## src/rtl/debug_clk_pkg.sv

```systemverilog
// Shared definitions for the debug clock generator: mode encodings,
// per-channel FSM state type and the minimum usable divider.
package debug_clk_pkg;

  localparam logic [1:0] MODE_STOP  = 2'b00;
  localparam logic [1:0] MODE_FREE  = 2'b01;
  localparam logic [1:0] MODE_STEP  = 2'b10;
  localparam logic [1:0] MODE_BURST = 2'b11;

  // A period needs at least one high and one low cycle.
  localparam int unsigned MIN_DIVIDER = 2;

  typedef enum logic [1:0] {
    ST_IDLE = 2'd0,
    ST_HIGH = 2'd1,
    ST_LOW  = 2'd2
  } state_e;

endpackage

```

## src/rtl/debug_clk_channel.sv

```systemverilog
// One debug clock channel: IDLE/HIGH/LOW FSM, phase counter, divider latch
// and (with DEBUG_CLK_BURST_EN defined) the burst period counter. Without
// DEBUG_CLK_BURST_EN, mode 11 behaves as STEP and burst_len is ignored.
module debug_clk_channel
  import debug_clk_pkg::*;
#(
  parameter int COUNTER_BITS = 32
) (
  input  logic                    clk,
  input  logic                    reset,
  input  logic                    trig,
  input  logic [1:0]              mode,
  input  logic [COUNTER_BITS-1:0] divider,
  input  logic [COUNTER_BITS-1:0] burst_len,
  output logic                    clk_o,
  output logic                    busy_o,
  output logic                    tick_o
);

  localparam logic [COUNTER_BITS-1:0] ONE = COUNTER_BITS'(1);

  state_e                  state_q, state_d;
  logic [COUNTER_BITS-1:0] cnt_q, cnt_d;
  logic [COUNTER_BITS-1:0] div_q, div_d;
  logic                    clk_q, clk_d;
  logic                    busy_q, busy_d;
  logic                    tick_q, tick_d;
  logic [COUNTER_BITS-1:0] new_div;
  logic                    start;
`ifdef DEBUG_CLK_BURST_EN
  logic [COUNTER_BITS-1:0] rem_q, rem_d;
`else
  logic                    unused_burst_len;
  assign unused_burst_len = ^burst_len;
`endif

  // Clamp the requested period to the minimum of one high and one low cycle.
  function automatic logic [COUNTER_BITS-1:0] eff_div(input logic [COUNTER_BITS-1:0] d);
    return (d < COUNTER_BITS'(MIN_DIVIDER)) ? COUNTER_BITS'(MIN_DIVIDER) : d;
  endfunction

  assign new_div = eff_div(divider);

  // Next-state, counter loads and registered-output values.
  always_comb begin
    state_d = state_q;
    cnt_d   = cnt_q;
    div_d   = div_q;
    start   = 1'b0;
`ifdef DEBUG_CLK_BURST_EN
    rem_d   = rem_q;
`endif
    case (state_q)
      ST_IDLE: begin
        if (mode == MODE_FREE) begin
          start = 1'b1;
`ifdef DEBUG_CLK_BURST_EN
          rem_d = '0;
`endif
        end else if (trig && mode == MODE_STEP) begin
          start = 1'b1;
`ifdef DEBUG_CLK_BURST_EN
          rem_d = ONE;
`endif
        end else if (trig && mode == MODE_BURST) begin
`ifdef DEBUG_CLK_BURST_EN
          if (burst_len != '0) begin
            start = 1'b1;
            rem_d = burst_len;
          end
`else
          start = 1'b1;
`endif
        end
      end
      ST_HIGH: begin
        if (cnt_q == '0) begin
          state_d = ST_LOW;
          cnt_d   = (div_q - (div_q >> 1)) - ONE;
        end else begin
          cnt_d = cnt_q - ONE;
        end
      end
      ST_LOW: begin
        if (cnt_q == '0) begin
          if (mode == MODE_FREE) begin
            start = 1'b1;
`ifdef DEBUG_CLK_BURST_EN
          end else if (rem_q > ONE) begin
            start = 1'b1;
            rem_d = rem_q - ONE;
`endif
          end else begin
            state_d = ST_IDLE;
          end
        end else begin
          cnt_d = cnt_q - ONE;
        end
      end
      default: state_d = ST_IDLE;
    endcase
    // A new period latches the divider so mid-period changes wait for the boundary.
    if (start) begin
      state_d = ST_HIGH;
      div_d   = new_div;
      cnt_d   = (new_div >> 1) - ONE;
    end
    if (mode == MODE_STOP) begin
      state_d = ST_IDLE;
      cnt_d   = '0;
`ifdef DEBUG_CLK_BURST_EN
      rem_d   = '0;
`endif
    end
    clk_d  = (state_d == ST_HIGH);
    busy_d = (state_d != ST_IDLE);
    tick_d = (state_d == ST_HIGH) && (state_q != ST_HIGH);
  end

  // Control state and registered outputs, cleared by reset.
  always_ff @(posedge clk) begin
    if (reset) begin
      state_q <= ST_IDLE;
      clk_q   <= 1'b0;
      busy_q  <= 1'b0;
      tick_q  <= 1'b0;
    end else begin
      state_q <= state_d;
      clk_q   <= clk_d;
      busy_q  <= busy_d;
      tick_q  <= tick_d;
    end
  end

  // Counters and divider latch; always reloaded before use, so no reset.
  always_ff @(posedge clk) begin
    cnt_q <= cnt_d;
    div_q <= div_d;
`ifdef DEBUG_CLK_BURST_EN
    rem_q <= rem_d;
`endif
  end

  assign clk_o  = clk_q;
  assign busy_o = busy_q;
  assign tick_o = tick_q;

endmodule

```

## src/rtl/debug_clk_gen.sv

```systemverilog
// Multi-channel debug clock generator top: synchronizes and edge-detects
// the asynchronous pulse, fans the trigger out to CHANNELS channels and
// gates each registered clock with its enable.
// Optional feature macro: DEBUG_CLK_BURST_EN (multi-period BURST mode).
module debug_clk_gen
  import debug_clk_pkg::*;
#(
  parameter int CHANNELS     = 2,
  parameter int COUNTER_BITS = 32
) (
  input  logic                             clk,
  input  logic                             reset,
  input  logic [CHANNELS-1:0]              enable,
  input  logic [2*CHANNELS-1:0]            mode,
  input  logic [CHANNELS*COUNTER_BITS-1:0] divider,
  input  logic [COUNTER_BITS-1:0]          burst_len,
  input  logic                             pulse,
  output logic [CHANNELS-1:0]              clk_o,
  output logic [CHANNELS-1:0]              busy,
  output logic [CHANNELS-1:0]              tick_o
);

  // [0],[1] form the two-flop synchronizer, [2] holds the previous value.
  logic [2:0]          sync_q, sync_d;
  logic                trig;
  logic [CHANNELS-1:0] ch_clk;

  // Shift the pulse through the synchronizer chain.
  always_comb begin
    sync_d = {sync_q[1:0], pulse};
  end

  // Synchronizer register.
  always_ff @(posedge clk) begin
    if (reset) begin
      sync_q <= '0;
    end else begin
      sync_q <= sync_d;
    end
  end

  // Rising edge only; falling edges produce nothing.
  assign trig = sync_q[1] & ~sync_q[2];

  for (genvar g = 0; g < CHANNELS; g++) begin : gen_ch
    debug_clk_channel #(
      .COUNTER_BITS(COUNTER_BITS)
    ) u_ch (
      .clk      (clk),
      .reset    (reset),
      .trig     (trig),
      .mode     (mode[2*g +: 2]),
      .divider  (divider[g*COUNTER_BITS +: COUNTER_BITS]),
      .burst_len(burst_len),
      .clk_o    (ch_clk[g]),
      .busy_o   (busy[g]),
      .tick_o   (tick_o[g])
    );
  end

  // Enable only masks the output; channel timing is unaffected.
  assign clk_o = ch_clk & enable;

endmodule
```

## config.mk

```make
export PLATFORM = sky130hd
export DESIGN_NAME = debug_clk_gen
export DESIGN_NICKNAME = d
export VERILOG_FILES = /design/src/rtl/debug_clk_pkg.sv /design/src/rtl/debug_clk_channel.sv /design/src/rtl/debug_clk_gen.sv
export SDC_FILE = /design/constraint.sdc
export NUM_CORES = 1
export LEC_CHECK = 0
export ABC_AREA = 1
export CAP_MARGIN = 20
export CORE_ASPECT_RATIO = 1.1
export CORE_MARGIN = 3
export CORE_UTILIZATION = 25
export DETAILED_ROUTE_END_ITERATION = 16
export PLACE_DENSITY = 0.51
export SYNTH_ARGS = -nofsm -noshare
export SYNTH_HDL_FRONTEND = slang
export SYNTH_SLANG_ARGS = --single-unit
```

## constraint.sdc

```tcl
create_clock -name clk -period 8.6 [get_ports clk]
set_clock_uncertainty 0.1 [all_clocks]
set_input_delay 2.15 -clock clk [delete_from_list [all_inputs] [get_ports clk]]
set_output_delay 2.15 -clock clk [all_outputs]
set_load 0.05 [all_outputs]
```

Yosys cells after proc, flatten, opt, wreduce, memory -nomap -nowiden

Cells that the tools add are included.

Bits in registers: 141
Word-level logic and storage cells: 96
Input bits: 105

Multiplexer cells: 34
Bitwise gates (word level): 3
$lt $le $gt $ge: 2
Reduce and logical (&&, ||, !) cells: 18
Equality and inequality tests: 16
Add/sub/neg operators: 8

Operators with widths:

| cell                  | count |
|---|---|
| $mux 32               | 8 |
| $pmux 32 s2           | 2 |
| $sub 32x1->32 const B | 4 |
| $logic_not 32->1      | 2 |
| $lt 32x2->1 const B   | 2 |
| $sub 31x1->32 const B | 2 |
| $sub 32x31->32        | 2 |
| $mux 2                | 10 |
| $eq 2x1->1 const B    | 6 |
| $eq 2x2->1 const B    | 6 |
| $pmux 2 s3            | 2 |
| $mux 1                | 10 |
| $logic_not 2->1       | 4 |
| $logic_and 1x1->1     | 6 |
| $ne 3x2->1 const B    | 2 |
| $reduce_bool 3->1     | 2 |
| $ne 2x1->1 const B    | 2 |
| $pmux 1 s2            | 2 |
| $reduce_and 2->1      | 2 |
| $reduce_bool 2->1     | 2 |
| $and 2x2->2           | 1 |
| $and 1x1->1           | 1 |
| $not 1->1             | 1 |

Logic depth before layout (Yosys ltp)

Gate-level depths: netlist of the first run.

Depth in word-level cells: 11
Depth in mapped cells: 18

By module

From an unflattened synthesis of the first run, not the netlist that was laid out.

Cells, all modules: 2339
Area, all modules: 14082.3 sq um

By module, submodules not included:

| module                             | cells each | instances | area an instance (sq um) |
|---|---|---|---|
| debug_clk_channel (gen_ch[1].u_ch) | 1209       | 1         | 7134.3 |
| debug_clk_channel (gen_ch[0].u_ch) | 1116       | 1         | 6846.6 |
| debug_clk_gen                      | 14         | 1         | 101.3 |

Least setup slack after synthesis of the first run

Ideal clock, no wire load.

Kind: input-to-output
Start point: input enable[0]
End point: output clk_o[0]
Stages on the path: 2
Path buffers: 0
Slack: 3864 ps
Data arrival time: 2486 ps
Path through: nand2_1 -> inv_1

Longest elaborated chain between the ends: 1

RTL lines:

| item            | RTL line            | RTL |
|---|---|---|
| start, declared | debug_clk_gen.sv:13 | `input logic [CHANNELS-1:0] enable,` |
| $and 2x2->2     | debug_clk_gen.sv:62 | `assign clk_o = ch_clk & enable;` |
| end, declared   | debug_clk_gen.sv:18 | `output logic [CHANNELS-1:0] clk_o,` |

No other way between the ends.

Worst setup path after layout of the first run

Start point: input enable[1]
End point: output clk_o[1]

Same word-level chain as after synthesis.

==> flow_metrics.env, run 1 <==
export IMPL_outcome="finished clean"
export IMPL_cts_resized=0
export IMPL_clk_latency_ps=490
export IMPL_syn_to_final_growth_pct=13.0
export IMPL_place_hpwl_um=38600
export IMPL_hold_buffers=0
export IMPL_synth_area_top_cells="nand2_1 (17%), edfxtp_1 (14%), dfxtp_1 (11%)"
export IMPL_wl_per_cell_um=15.4
export IMPL_fin_crit_sh_pct=66.6
export IMPL_die_h_um=255
export IMPL_io_pins=111
export IMPL_ir_worst_vdd_mv=0.161
export IMPL_synthFlopType="dfxtp_1"
export IMPL_syn_inst=2370
export IMPL_ys_types=51
export IMPL_postCtsSetupBuffers=0
export IMPL_setup_viol=0
export IMPL_ys_seq_elements=141
export IMPL_synth_most_common_cell="nand2_1"
export IMPL_dieArea_um2=59400
export IMPL_rows=90
export IMPL_core_area_um2=55400
export IMPL_synth_commonest_cells="nand2_1 (634), inv_1 (364), nor2_1 (323)"
export IMPL_grt_overflow=0
export IMPL_grt_setup_unrepaired="false"
export IMPL_cts_sinks=141
export IMPL_synth_yosys_warnings=0
export IMPL_drive_gt1_share_pct=3.27
export IMPL_cts_root_buffer="clkbuf_16"
export IMPL_pre_cts_ws_ps=2480
export IMPL_numCtsBuffers=17
export IMPL_ys_seq_area_share_pct=24.5
export IMPL_drc=0
export IMPL_rr_worst_depth=13
export IMPL_multi_input_area_um2=8820
export IMPL_async_reset_ff_share_pct=0
export IMPL_synth_edf_count=64
export IMPL_setup_slack_ps=2870
export IMPL_critPathMaxFanout=1
export IMPL_start_kind="input port"
export IMPL_grt_pass1_vias=14200
export IMPL_netlist_area_leader_share_pct=16.8
export IMPL_synth_top_area_cell="nand2_1"
export IMPL_diodes=0
export IMPL_seqCellArea_um2=3460
export IMPL_ant_nets=0
export IMPL_dr_pass1_iters=6
export IMPL_leakage_nw=7.43
export IMPL_final_nets=2556
export IMPL_period_minus_slack_ps=5730
export IMPL_avgSynthCellArea_um2=5.96
export IMPL_drtIter0Drc=985
export IMPL_fmax_ghz=0.175
export IMPL_worstMarginPinSlew_ps=965
export IMPL_die_w_um=233
export IMPL_worstSetupPathType="input port to output pin"
export IMPL_synth_nets=2553
export IMPL_p_per_area_nw_per_um2=169
export IMPL_grtUsageTotal_pct=16.3
export IMPL_grt_pass1_wl_um=75600
export IMPL_maxSlewViolCount=0
export IMPL_start_util_pct=25.5
export IMPL_routed_via_density=4.71
export IMPL_clk_pin_slew_ps=60
export IMPL_maxCapViolCount=0
export IMPL_num_vias=14700
export IMPL_globalplace_congestion=0.924
export IMPL_hold_path_class="flip-flop to flip-flop"
export IMPL_antenna_found_initial=0
export IMPL_synth_area_um2=14100
export IMPL_cp_end_kind="output pin"
export IMPL_clock_path_buffers=2
export IMPL_n_fill_cell=6283
export IMPL_worst_ep_arrival_time_ps=3480
export IMPL_grt_max_degree=71
export IMPL_fin_setup_tns_ps=0
export IMPL_hold_depth=2
export IMPL_cts_tree="done"
export IMPL_ctsHtreeMaxLevel=4
export IMPL_io_buffers=78
export IMPL_final_hold_viol_count=0
export IMPL_drt_total_wl_um=48200
export IMPL_required_ps=6350
export IMPL_slew_headroom_pct=35.6
[path summary, 6_finish.rpt]
path / slack [ps] / endpoint / start
min: 310 / sync_q[1]$_SDFF_PP0_ / sync_q[0]$_SDFF_PP0_
max: 2870 / clk_o[1] / enable[1]
max reg2reg: 5050 / gen_ch[0].u_ch.cnt_q[4]$_SDFFE_PN0P_ / gen_ch[0].u_ch.cnt_q[0]$_SDFFE_PN0P_
min reg2reg: 310 / sync_q[1]$_SDFF_PP0_ / sync_q[0]$_SDFF_PP0_
[sequential cells by signal (all words and copies together), names as in the netlist]
signal	count
gen_ch.u_ch.tick_o	2
gen_ch.u_ch.cnt_q	64
gen_ch.u_ch.clk_o	2
gen_ch.u_ch.state_q	4
gen_ch.u_ch.div_q	64
gen_ch.u_ch.busy_o	2
sync_q	3
[through the flow]
step                cell area [um^2]  cells  total power, mW  utilization (%)  hold slack (ps)
floorplan                      14100   2370             1.66                -              288
global route                   16000   3122             2.92             28.8              337
CTS                            16000   3122             2.73             28.8              310
detailed placement             15400   3090             1.95             27.8              301
finish                         16000   3122             2.70             28.8              308
global placement               15400   3090             1.95             27.8              300
[layout make-up]
type                       count  share of cell area, %
multi-input combinational   1760                   55.2
sequential                   141                   21.7
inverter                     370                   8.73
tap                          736                   5.77
timing repair buffer          83                   5.12
clock buffer                  20                   2.73
clock inverter                12                  0.760
[critical path, stage by stage]
cell and delay [ps]:
clkdlybuf4s50_1 450, nand2_1 50, inv_1 40, clkdlybuf4s50_1 790
[metal layers]
layer | part of all wire, % | GRT usage [%]
met5 | 0 | 0
met4 | 4.1 | 7.55
met3 | 5.0 | 2.97
met2 | 48 | 27.7
met1 | 43 | 20.0
[layout by cell type (no fill, tap or decap), types with 5 or more instances in the layout]
cell type,instances
a21oi_1,146
o21ai_0,116
ha_1,76
clkbuf_16,17
buf_4,5
nand3b_1,9
nor2_4,5
nand4_1,31
clkdlybuf4s50_1,78
nor2_2,10
inv_1,364
nand2_1,634
o211ai_1,9
o21bai_1,6
edfxtp_1,64
xor2_1,42
or2_2,12
nand3_1,216
xnor2_1,38
o21ai_1,16
nor3_1,29
nor4_1,9
dfxtp_1,77
nor2_1,322
[report_power, final]
group / internal (mW) / leakage [nW] / switching (mW)
sequential: 0.803 / 1.25 / 0.0976
clock: 0.422 / 0.263 / 0.332
combinational: 0.363 / 5.92 / 0.683
[cells by family (layout without fill, tap and decap cells)]
group | Yosys count | count (layout) | synth area share [%]
DFF | 141 | 141 | 24.5
and+or+nand+nor | 1295 | 1295 | 38.9
buffers and inverters | 469 | 485 | 13.1
xor gates and xnor gates | 80 | 80 | 4.96
AOI/OAI and AO/OA | 307 | 307 | 11.5
adders and majority gates | 78 | 78 | 7.01
Power figures use the tool's default switching activity.
==> run 2, diff against run 1 <==
- clock period: 8.6 -> 5.6 ns (I/O delays scaled with it)
==> run 2 against run 1 <==
- non-clock buffer count is 11 higher
- total power is 56% higher
- clock-buffer cell count is 4 higher
- first-iteration DRC count is 13% higher
- final area is 0.78% higher
- sequential power is 53% higher
- largest power group unchanged
==> flow_metrics.env, run 2 (synthesis gave the netlist of run 1 again) <==
export IMPL_seqCellArea_um2=3460
export IMPL_hold_buffers=0
export IMPL_dr_pass1_iters=8
export IMPL_rows=90
export IMPL_clk_pin_slew_ps=60
export IMPL_setup_viol=0
export IMPL_cp_end_kind="output pin"
export IMPL_hold_ws_ps=304
export IMPL_drt_total_wl_um=48400
export IMPL_critPathMaxFanout=1
export IMPL_num_vias=14600
export IMPL_drtIter0Drc=1117
export IMPL_routed_via_density=4.66
export IMPL_maxCapViolCount=0
export IMPL_dieArea_um2=59400
export IMPL_antenna_found_initial=0
export IMPL_grt_max_degree=54
export IMPL_io_pins=111
export IMPL_fin_util_pct=29.0
export IMPL_cts_sinks=141
export IMPL_io_buffers=78
export IMPL_critical_path_reg2reg_startpoint="gen_ch[1].u_ch.cnt_q[0]$_SDFFE_PN0P_"
export IMPL_fmax_ghz=0.236
export IMPL_holdCritStartpoint="sync_q[0]$_SDFF_PP0_"
export IMPL_leakage_nw=7.52
export IMPL_ctsHtreeMaxLevel=4
export IMPL_worstPathCellList="clkdlybuf4s50_1, nand2_1, inv_1, clkdlybuf4s50_1"
export IMPL_ir_worst_vdd_mv=0.267
export IMPL_cts_tree="done"
export IMPL_grt_pass1_vias=14100
export IMPL_core_area_um2=55400
export IMPL_postCtsSetupBuffers=0
export IMPL_slew_headroom_pct=43.6
export IMPL_largest_registers="gen_ch.u_ch.cnt_q x64, gen_ch.u_ch.div_q x64, gen_ch.u_ch.state_q x4"
export IMPL_hold_path_class="flip-flop to flip-flop"
export IMPL_final_hold_viol_count=0
export IMPL_drive_gt1_share_pct=3.84
export IMPL_worstSetupPathType="input port to output pin"
export IMPL_die_h_um=255
export IMPL_grt_setup_unrepaired="false"
export IMPL_slowest_delay_ps=790
export IMPL_start_kind="input port"
export IMPL_numCtsBuffers=17
export IMPL_mostFrequentLayoutCells="nand2_1 (634), inv_1 (364), nor2_1 (322), nand3_1 (216), a21oi_1 (146)"
export IMPL_grt_overflow=0
export IMPL_cp_startpoint="enable[0]"
export IMPL_clk_latency_ps=480
export IMPL_diodes=0
export IMPL_ant_nets=0
export IMPL_path_buf_inv=3
export IMPL_n_fill_cell=6269
export IMPL_place_hpwl_um=39400
export IMPL_worstMarginPinSlew_ps=844
export IMPL_crit_family="buffers and inverters"
export IMPL_outcome="finished clean"
export IMPL_cts_root_buffer="clkbuf_16"
export IMPL_final_nets=2567
export IMPL_p_per_area_nw_per_um2=261
export IMPL_grtUsageTotal_pct=16.4
export IMPL_worst_ep_arrival_time_ps=2740
export IMPL_syn_to_final_growth_pct=13.9
export IMPL_start_util_pct=25.5
export IMPL_multi_input_area_um2=8820
export IMPL_wl_per_cell_um=15.5
export IMPL_fin_crit_sh_pct=75.6
export IMPL_globalplace_congestion=0.921
export IMPL_maxSlewViolCount=0
export IMPL_path_common_cell="clkdlybuf4s50_1"
export IMPL_critPathSlowestCell="clkdlybuf4s50_1"
export IMPL_fin_setup_tns_ps=0
export IMPL_cts_resized=0
export IMPL_grt_pass1_wl_um=75800
export IMPL_required_ps=4100
export IMPL_dp_cells=3101
export IMPL_drc=0
export IMPL_fin_cells=3133
export IMPL_clock_path_buffers=2
export IMPL_die_w_um=233
export IMPL_final_common_cell="nand2_1"
export IMPL_period_minus_slack_ps=4240
==> run 2: cell types whose count changed in the layout (fill, tap and decap cells not counted), moves of 2 or more <==
cell        change
clkinv_1        -3
clkinvlp_4      -2
clkbuf_8        +2
buf_4          +11
==> run 2: area by class of cell <==
| cell class | count | share of cell area [%] |
|---|---|---|
| sequential | 141 | 21.5 |
| tap | 736 | 5.72 |
| clock buffer | 24 | 3.07 |
| timing repair buffer | 94 | 5.60 |
| inverter | 370 | 8.66 |
| multi-input combinational | 1760 | 54.8 |
| clock inverter | 8 | 0.653 |
==> run 2: per-layer routing <==
| layer | routed length, um | up-vias | global-route usage (%) |
|---|---|---|---|
| met5 | 0 | - | 0 |
| met4 | 2150 | 0 | 7.80 |
| met3 | 2150 | 84 | 2.80 |
| met2 | 22800 | 359 | 27.5 |
| met1 | 21300 | 6599 | 20.4 |
| li1 | - | 7552 | - |
==> run 2: worst paths after layout <==
check                                                        endpoint  slack, ps  cells past startpoint
worst min-delay path                             sync_q[1]$_SDFF_PP0_        300                      2
worst min register to register                   sync_q[1]$_SDFF_PP0_        300                      2
worst max register to register  gen_ch[1].u_ch.cnt_q[20]$_SDFFE_PN0P_       2670                     12
worst max-delay path                                         clk_o[0]       1360                      4
==> run 2: power by group <==
part | internal (mW) | switching [mW] | total (mW)
registers | 1.23 | 0.150 | 1.38
clock network | 0.709 | 0.500 | 1.21
logic | 0.564 | 1.05 | 1.62
==> run 2: worst reg2reg max path, stage by stage, from the launching register on <==
cell	delay, ps
dfxtp_1	320
inv_1	80
ha_1	250
nand2_1	180
nor2_4	230
inv_1	80
nor3_1	200
nand3_1	110
nand2_2	100
buf_4	500
buf_4	430
a21oi_1	120
a21oi_1	160
==> run 2: per-stage QoR <==
stage | setup WS [ps] | instance area, um^2 | total power, mW
2_1_floorplan | 2150 | 14100 | 2.56
3_3_place_gp | 1020 | 15500 | 3.00
3_5_place_dp | 967 | 15500 | 3.01
4_1_cts | 1360 | 16100 | 4.27
5_1_grt | 1240 | 16100 | 4.55
6_report | 1360 | 16100 | 4.21
==> run 3, diff against run 2 <==
- clock period: 5.6 -> 4.2 ns (I/O delays scaled with it)
==> run 3 against run 2 <==
- global-route usage increased by 0.29 points
- final cell count rose by 1.5%
- sequential share of layout area decreased by 0.53 points
- sequential power grew 34%
- largest power group unchanged
- critical endpoint is now gen_ch[0].u_ch.cnt_q[26]$_SDFFE_PN0P_
==> flow_metrics.env, run 3 (synthesis gave the netlist of run 1 again) <==
export IMPL_grt_pass1_vias=14300
export IMPL_die_w_um=233
export IMPL_drc=0
export IMPL_grtUsageTotal_pct=16.7
export IMPL_seqCellArea_um2=3460
export IMPL_cts_resized=0
export IMPL_dr_pass1_iters=6
export IMPL_cts_tree="done"
export IMPL_clk_pin_slew_ps=60
export IMPL_grt_max_degree=71
export IMPL_mostFrequentLayoutCells="nand2_1 (634), inv_1 (364), nor2_1 (322), nand3_1 (216), a21oi_1 (146)"
export IMPL_globalplace_congestion=0.931
export IMPL_io_pins=111
export IMPL_fmax_ghz=0.273
export IMPL_final_common_cell="nand2_1"
export IMPL_diodes=0
export IMPL_drtIter0Drc=985
export IMPL_hold_path_class="flip-flop to flip-flop"
export IMPL_ctsHtreeMaxLevel=4
export IMPL_ir_worst_vdd_mv=0.272
export IMPL_pre_cts_ws_ps=145
export IMPL_setup_slack_ps=532
export IMPL_place_hpwl_um=40000
export IMPL_cts_root_buffer="clkbuf_16"
export IMPL_slew_headroom_pct=40.6
export IMPL_maxSlewViolCount=0
export IMPL_dieArea_um2=59400
export IMPL_grt_overflow=0
export IMPL_multi_input_area_um2=8820
export IMPL_drive_gt1_share_pct=5.77
export IMPL_outcome="finished clean"
export IMPL_setup_viol=0
export IMPL_fin_crit_sh_pct=87.3
export IMPL_wl_per_cell_um=15.6
export IMPL_grt_setup_unrepaired="false"
export IMPL_core_area_um2=55400
export IMPL_ant_nets=0
export IMPL_worstMarginPinSlew_ps=888
export IMPL_start_util_pct=25.5
export IMPL_clock_path_buffers=2
export IMPL_hold_ws_ps=299
export IMPL_period_minus_slack_ps=3670
export IMPL_rows=90
export IMPL_routed_via_density=4.65
export IMPL_fin_setup_tns_ps=0
export IMPL_numCtsBuffers=17
export IMPL_worstSetupPathType="input port to flip-flop"
export IMPL_clk_latency_ps=480
export IMPL_final_hold_viol_count=0
export IMPL_critPathMaxFanout=5
export IMPL_drt_total_wl_um=49600
export IMPL_die_h_um=255
export IMPL_hold_buffers=0
export IMPL_postCtsSetupBuffers=0
export IMPL_final_nets=2615
export IMPL_maxCapViolCount=0
export IMPL_num_vias=14800
export IMPL_required_ps=4510
export IMPL_cp_end_kind="flip-flop"
export IMPL_p_per_area_nw_per_um2=344
export IMPL_n_fill_cell=6282
export IMPL_antenna_found_initial=0
export IMPL_leakage_nw=7.76
export IMPL_io_buffers=78
export IMPL_worst_ep_arrival_time_ps=3970
export IMPL_cts_sinks=141
export IMPL_syn_to_final_growth_pct=16.7
export IMPL_start_kind="input port"
export IMPL_grt_pass1_wl_um=77200
export IMPL_largest_registers="gen_ch.u_ch.cnt_q x64, gen_ch.u_ch.div_q x64, gen_ch.u_ch.state_q x4"
[run 3: cell types whose count changed in the layout (fill, tap and decap cells not counted)]
| cell | before | now |
|---|---|---|
| buf_4 | 16 | 62 |
| buf_12 | 0 | 2 |
| clkbuf_16 | 18 | 20 |
| bufinv_16 | 2 | 1 |
| clkbuf_1 | 3 | 2 |
| clkbuf_2 | 1 | 0 |
| clkbuf_8 | 2 | 1 |
| clkinv_2 | 1 | 0 |
| clkinv_4 | 2 | 3 |
| clkinvlp_4 | 1 | 2 |
| inv_6 | 1 | 2 |
[run 3: worst paths after layout]
check                                             from                                    end  slack [ps]  cells past startpoint
setup / recovery                           divider[19]  gen_ch[0].u_ch.cnt_q[26]$_SDFFE_PN0P_         530                     17
hold / removal                    sync_q[0]$_SDFF_PP0_                   sync_q[1]$_SDFF_PP0_         300                      2
setup reg to reg  gen_ch[0].u_ch.cnt_q[0]$_SDFFE_PN0P_  gen_ch[0].u_ch.cnt_q[14]$_SDFFE_PN0P_        1140                     13
hold reg to reg                   sync_q[0]$_SDFF_PP0_                   sync_q[1]$_SDFF_PP0_         300                      2
[run 3: stage by stage]
stage               total power, mW  instance area, um^2  std cells  utilization (%)
floorplan                      3.41                14100       2370                -
global placement               4.03                15900       3149             28.7
detailed placement             4.05                15900       3149             28.7
CTS                            5.72                16500       3181             29.8
global route                   6.12                16500       3181             29.8
finish                         5.68                16500       3181             29.8
[run 3: cell type report]
class / instances / area share (%)
Clock buffer: 23 / 3.16
Clock inverter: 9 / 0.576
Inverter: 370 / 8.45
Multi-Input combinational cell: 1760 / 53.4
Sequential cell: 141 / 21.0
Tap cell: 736 / 5.58
Timing Repair Buffer: 142 / 7.80
[run 3: critical path, cell delays in order]
cell and delay, ps:
clkdlybuf4s50_1 580, nor2_1 110, nand2_1 110, nor2_1 60
nand2_1 140, nor2_1 110, nor2_2 170, ha_1 170
nand2_1 50, nor2_1 170, nand2_1 110, nor2_1 210
nand3_1 140, nor2_1 190, xor2_1 330, a21oi_1 110
a21oi_1 150
[run 3: power breakdown]
| part | internal, mW | switching [mW] |
|---|---|---|
| combinational | 0.782 | 1.42 |
| sequential | 1.64 | 0.203 |
| clock | 0.942 | 0.690 |
| total | 3.37 | 2.31 |
[run 3: routing by layer]
metal	global-route usage, %	share of wire (%)
met1	20.7	45
met4	7.36	4.2
met3	3.38	4.2
met2	27.9	47
met5	0	0
